## src/rtl/apb2umi.sv

```systemverilog
// APB slave to UMI host bridge. Each APB access becomes one single-word UMI
// request; the APB transfer completes once the matching UMI response arrives,
// when the access is rejected, or when the response wait times out.
module apb2umi #(
  parameter int             RAW      = 32,
  parameter int             AW       = 64,
  parameter int             CW       = 32,
  parameter int             DW       = 256,
  parameter int             RW       = 32,
  parameter logic [AW-1:0]  BASEADDR = '0,
  parameter logic [AW-1:0]  SRCADDR  = '0,
  parameter int             TIMEOUT  = 1024
) (
  input  logic              clk,
  input  logic              nreset,
  // APB slave
  input  logic [RAW-1:0]    apb_paddr,
  input  logic [2:0]        apb_pprot,
  input  logic              apb_psel,
  input  logic              apb_penable,
  input  logic              apb_pwrite,
  input  logic [RW-1:0]     apb_pwdata,
  input  logic [RW/8-1:0]   apb_pstrb,
  output logic              apb_pready,
  output logic [RW-1:0]     apb_prdata,
  output logic              apb_pslverr,
  // UMI host request
  output logic              uhost_req_valid,
  output logic [CW-1:0]     uhost_req_cmd,
  output logic [AW-1:0]     uhost_req_dstaddr,
  output logic [AW-1:0]     uhost_req_srcaddr,
  output logic [DW-1:0]     uhost_req_data,
  input  logic              uhost_req_ready,
  // UMI host response
  input  logic              uhost_resp_valid,
  input  logic [CW-1:0]     uhost_resp_cmd,
  input  logic [AW-1:0]     uhost_resp_dstaddr,
  input  logic [AW-1:0]     uhost_resp_srcaddr,
  input  logic [DW-1:0]     uhost_resp_data,
  output logic              uhost_resp_ready
);

  localparam int         BW   = RW / 8;
  localparam logic [2:0] SIZE = 3'($clog2(BW));
  localparam int         TCW  = (TIMEOUT > 1) ? $clog2(TIMEOUT + 1) : 1;

  localparam logic [4:0] REQ_READ   = 5'h01;
  localparam logic [4:0] REQ_WRITE  = 5'h03;
  localparam logic [4:0] RESP_READ  = 5'h02;
  localparam logic [4:0] RESP_WRITE = 5'h04;

  typedef enum logic [1:0] {IDLE, REQ, RESP, DONE} state_t;

  state_t           state, state_n;
  logic             stale;
  logic [TCW-1:0]   tcnt;
  logic             req_write;
  logic [CW-1:0]    req_cmd;
  logic [AW-1:0]    req_dst;
  logic [AW-1:0]    req_src;
  logic [RW-1:0]    req_wdata;
  logic [RW-1:0]    prdata_q;
  logic             pslverr_q;

  logic access, strb_ok, capture, req_hs, resp_hs, stale_drop, timeout_hit;

  // Single-word request command: opcode, size, protection, end of message/frame.
  function automatic logic [CW-1:0] build_cmd(input logic wr, input logic [2:0] prot);
    logic [CW-1:0] c;
    c        = '0;
    c[4:0]   = wr ? REQ_WRITE : REQ_READ;
    c[7:5]   = SIZE;
    c[21:20] = prot[1:0];
    c[22]    = 1'b1;
    c[23]    = 1'b1;
    return c;
  endfunction

  // A response is bad when it carries an error code or the wrong opcode.
  function automatic logic resp_bad(input logic [CW-1:0] c, input logic wr);
    return (c[26:25] != 2'b00) || (c[4:0] != (wr ? RESP_WRITE : RESP_READ));
  endfunction

  assign access      = apb_psel & apb_penable;
  assign strb_ok     = &apb_pstrb;
  assign capture     = (state == IDLE) && access && strb_ok;
  // The request is held back until any late response has been flushed.
  assign uhost_req_valid  = (state == REQ) && !stale;
  assign uhost_resp_ready = (state == RESP) || (stale && ((state == IDLE) || (state == REQ)));
  assign req_hs      = uhost_req_valid && uhost_req_ready;
  assign resp_hs     = (state == RESP) && uhost_resp_valid;
  assign stale_drop  = stale && uhost_resp_valid && uhost_resp_ready;
  // REQ plus RESP may last TIMEOUT cycles in total before the wait is abandoned.
  assign timeout_hit = (TIMEOUT != 0) && (tcnt == TCW'(TIMEOUT - 1));

  assign uhost_req_cmd     = req_cmd;
  assign uhost_req_dstaddr = req_dst;
  assign uhost_req_srcaddr = req_src;
  assign uhost_req_data    = {{(DW-RW){1'b0}}, req_wdata};

  assign apb_pready  = (state == DONE);
  assign apb_prdata  = apb_pready ? prdata_q : '0;
  assign apb_pslverr = apb_pready & pslverr_q;

  // Next-state decode for the transfer sequencer.
  always_comb begin
    state_n = state;
    case (state)
      IDLE: if (access) state_n = strb_ok ? REQ : DONE;
      REQ:  if (req_hs) state_n = RESP;
            else if (timeout_hit) state_n = DONE;
      RESP: if (resp_hs || timeout_hit) state_n = DONE;
      DONE: state_n = IDLE;
      default: state_n = IDLE;
    endcase
  end

  // Control state, timeout counter, stale flag and the held request fields.
  always_ff @(posedge clk or negedge nreset) begin
    if (!nreset) begin
      state     <= IDLE;
      stale     <= 1'b0;
      tcnt      <= '0;
      req_write <= 1'b0;
      req_cmd   <= '0;
      req_dst   <= '0;
      req_src   <= '0;
      req_wdata <= '0;
    end else begin
      state <= state_n;
      if ((state == REQ) || (state == RESP)) tcnt <= tcnt + TCW'(1);
      else                                   tcnt <= '0;
      if ((state == RESP) && !resp_hs && timeout_hit) stale <= 1'b1;
      else if (stale_drop)                            stale <= 1'b0;
      if (capture) begin
        req_write <= apb_pwrite;
        req_cmd   <= build_cmd(apb_pwrite, apb_pprot);
        req_dst   <= BASEADDR + (AW'(apb_paddr) & ~AW'(BW - 1));
        req_src   <= SRCADDR;
        req_wdata <= apb_pwdata;
      end
    end
  end

  // Completion data and error status; only observed while in DONE.
  always_ff @(posedge clk) begin
    case (state)
      IDLE: if (access) begin
              prdata_q  <= '0;
              pslverr_q <= !strb_ok;
            end
      REQ:  if (!req_hs && timeout_hit) pslverr_q <= 1'b1;
      RESP: if (resp_hs) begin
              pslverr_q <= resp_bad(uhost_resp_cmd, req_write);
              prdata_q  <= req_write ? '0 : uhost_resp_data[RW-1:0];
            end else if (timeout_hit) begin
              pslverr_q <= 1'b1;
            end
      default: ;
    endcase
  end

  logic unused_inputs;
  assign unused_inputs = ^{apb_pprot[2], uhost_resp_cmd[CW-1:27], uhost_resp_cmd[24:5],
                           uhost_resp_dstaddr, uhost_resp_srcaddr, uhost_resp_data[DW-1:RW]};

endmodule
```

## config.mk

```make
export PLATFORM = sky130hd
export DESIGN_NAME = apb2umi
export DESIGN_NICKNAME = d
export VERILOG_FILES = /design/src/rtl/apb2umi.sv
export SDC_FILE = /design/constraint.sdc
export NUM_CORES = 1
export LEC_CHECK = 0
export ABC_AREA = 1
export CORE_AREA = 4 4 370 372
export CTS_CLUSTER_DIAMETER = 30
export DETAILED_ROUTE_END_ITERATION = 7
export DIE_AREA = 0 0 374 376
export MAX_ROUTING_LAYER = met4
export SETUP_SLACK_MARGIN = 0.05
export SLEW_MARGIN = 20
export SYNTH_ARGS = -nofsm -noshare
export SYNTH_HDL_FRONTEND = slang
export SYNTH_SLANG_ARGS = --single-unit
export TNS_END_PERCENT = 10
```

## constraint.sdc

```tcl
create_clock -name clk -period 2.4 [get_ports clk]
set_input_delay 0.48 -clock clk [delete_from_list [all_inputs] [get_ports clk]]
set_output_delay 0.48 -clock clk [all_outputs]
set_load 0.03 [all_outputs]
```

==> results_dict.tcl <==
set metrics [dict create \
    instances_no_fill 2936 \
    synthDistinctLibCells 22 \
    pwr_density_cell_nw_per_um2 918 \
    die_x_um 374 \
    netlist_instances 920 \
    area_growth_pct 51.8 \
    fillers 15500 \
    endpoint_kind "output pin" \
    hpwl_um 21800 \
    nets 1649 \
    setup.worst_path.start "state[1]" \
    required_ps 1920 \
    remaining_drc_errors 0 \
    path_cells "buf_4 > inv_1 > ha_1 > inv_1 > nor2_1 > buf_4" \
    holdPathEnd "tcnt[0]" \
    htree_num_levels 4 \
    min_from "tcnt[0]" \
    die_h_um 376 \
    postSynth.asyncResetShare_pct 70.8 \
    vias_per_cell 1.78 \
    min_period_ps 2230 \
    crit_slowest_cell "dfrtp_1" \
    grt-ovfl-total 0 \
    maxCapViolCount 0 \
    cts_tree "done" \
    register_area_um2 2990 \
    cts_buffer_depth 2 \
    seq_area_frac_synth_pct 38.8 \
    r2r-start "state[0]" \
    vias 5218 \
    hold_viol 0 \
    grt_pass1_vias 4933 \
    vdd_drop_max_mv 0.645 \
    post-place-cells 2897 \
    die_area_um2 141000 \
    path_class "flip-flop to output pin" \
    period_share_pct 92.8 \
    whs_ps 460 \
    fin_ws_ps 172 \
    r2r_cells 8 \
    skew_ps 16.0 \
    ant_nets 0 \
    fmax_mhz 449 \
    cellLeakagePower_nw 5.33 \
    drt_iter0_drc 126 \
    hp-class "flip-flop to flip-flop" \
    cts-root-buf "clkbuf_16" \
    synth_warnings 0 \
    start_kind "flip-flop" \
    synth.top_cell.area_share_pct 34.2 \
    wl_um 25200 \
    clkLatencyLatePin_ps 470 \
    reg2reg_slack_ps 530 \
    firstDrtPassIters 4 \
    rsz0062_at_grt "no" \
    status "finished, final reports clean" \
    tns_ps 0 \
    critical_path.top_delay_family "buffers and inverters" \
    synthTopCellsByArea "buf_4 (34%), dfrtp_1 (26%), edfxtp_1 (13%)" \
    finalSetupViolCount 0 \
    yosys_register_bits 113 \
    gp_congestion 0.739 \
    hold_depth 1 \
    cts.sinks 113 \
    relSlewSlack_pct 64.0 \
    dp_worst_setup_slack_ps 207 \
    num_rows 134 \
    synth_common_cells "buf_4 (351), inv_1 (148), nand2_1 (131), dfrtp_1 (80), nor2_1 (48)" \
    clkSlewWorstSetupHoldPaths_ps 60 \
    synth_edf_count 33 \
    route.detailed.wl_per_inst_um 8.59 \
    port_buffers 218 \
    cts_buffers 17 \
    grt_use_total_pct 3.56 \
    syn_avg_cell_area_um2 8.38 \
    worstPathArrival_ps 1750 \
    coreArea_um2 133000 \
    synth_most_common_cell "buf_4" \
    multi_input_area_um2 2690 \
    path_max_fanout 5 \
    synth-main-ff-cell "dfrtp_1" \
    synth_area_um2 7710 \
    start_util_pct 5.78 \
    r2r-end "prdata_q[12]" \
    yosys.area.top_type "buf_4" \
    pin_count 946 \
    cp_num_buf_inv 4 \
    tightest_slew_ps 540 \
    slew_violations 0 \
    antenna_found_initial 6 \
    grt_pass1_wl_um 33400 \
    slowest_delay_ps 410 \
    grt_max_degree 60 \
    drive_gt1_share_pct 10.3 \
]
layout make-up:
cell class                 instances  area share, %
inverter                         148           4.80
timing repair buffer             238           22.6
clock inverter                    14           1.11
tap                             1768           18.9
clock buffer                      18           3.85
multi-input combinational        632           23.0
sequential                       113           25.6
antenna                            5          0.107
metrics by stage:
step	instance area [µm²]	total power, mW	utilization [%]
after floorplan	9010	6.19	-
after global placement	11100	8.36	8.30
after detailed placement	11100	8.39	8.30
after CTS	11700	11.0	8.76
after global routing	11700	11.5	8.78
final	11700	10.7	8.78
state kept, by name, indices dropped and copies added (netlist names):
register	count
tcnt	11
uhost_req_dstaddr	30
state	2
uhost_req_cmd	4
stale	1
req_wdata	32
prdata_q	32
pslverr_q	1
kinds of logic after synthesis:
logic type                 Yosys count  synth area share, %
AOI/OAI and AO/OA                   81                 6.61
xor gates and xnor gates             1                0.114
adders and majority gates            5                0.811
buffers and inverters              521                 43.4
DFF                                113                 38.8
other                                1               0.0486
and+or+nand+nor                    198                 10.2
where the power goes:
group          leakage [nW]  total, mW  switching, mW  internal, mW
logic                  3.65       5.20           3.39          1.80
clock network         0.282       2.54           1.05          1.49
registers              1.40       3.01          0.296          2.72
worst max-delay path by stage:
stage,to,cells past startpoint
detailed placement,uhost_req_valid,6
global route,uhost_req_valid,6
floorplan,apb_prdata[10],5
CTS,apb_prdata[6],6
finish,uhost_req_valid,6
global placement,uhost_req_valid,6
what timing repair did:
| action | CTS | global route |
|---|---|---|
| resized for setup | 34 | 5 |
| gates cloned | 0 | 0 |
| setup endpoints to repair | 36 | 8 |
| setup buffers | 0 | 1 |
| pin swaps | 1 | 1 |
| hold endpoints to repair | 30 | 0 |
| hold buffers | 1 | 0 |
worst register-to-register path, delay by kind of cell (launching register included):
kind | cells | cell delay, ps
buffers and inverters | 4 | 560
adders and majority gates | 1 | 250
DFF | 1 | 410
AOI/OAI and AO/OA | 1 | 100
and+or+nand+nor | 2 | 200
per-layer routing:
layer,vias up,wire [µm],global-route usage (%)
li1,2524,-,-
met1,2248,10000,3.82
met2,424,10100,4.89
met3,22,4510,2.51
met4,0,618,1.77
met5,-,0,-
cells in the final DEF (no fill, tap or decap), drive strengths merged, types with 19 or more instances in the layout:
cell           synthesis  layout
conb                   1     347
clkdlybuf4s50          0     180
inv                  148     150
nand2                131     131
dfrtp                 80      80
o21ai                 72      72
nor2                  50      50
buf                  361      45
edfxtp                33      33
clkbuf                12      19
Note: power is estimated with default switching activity, not from simulation.
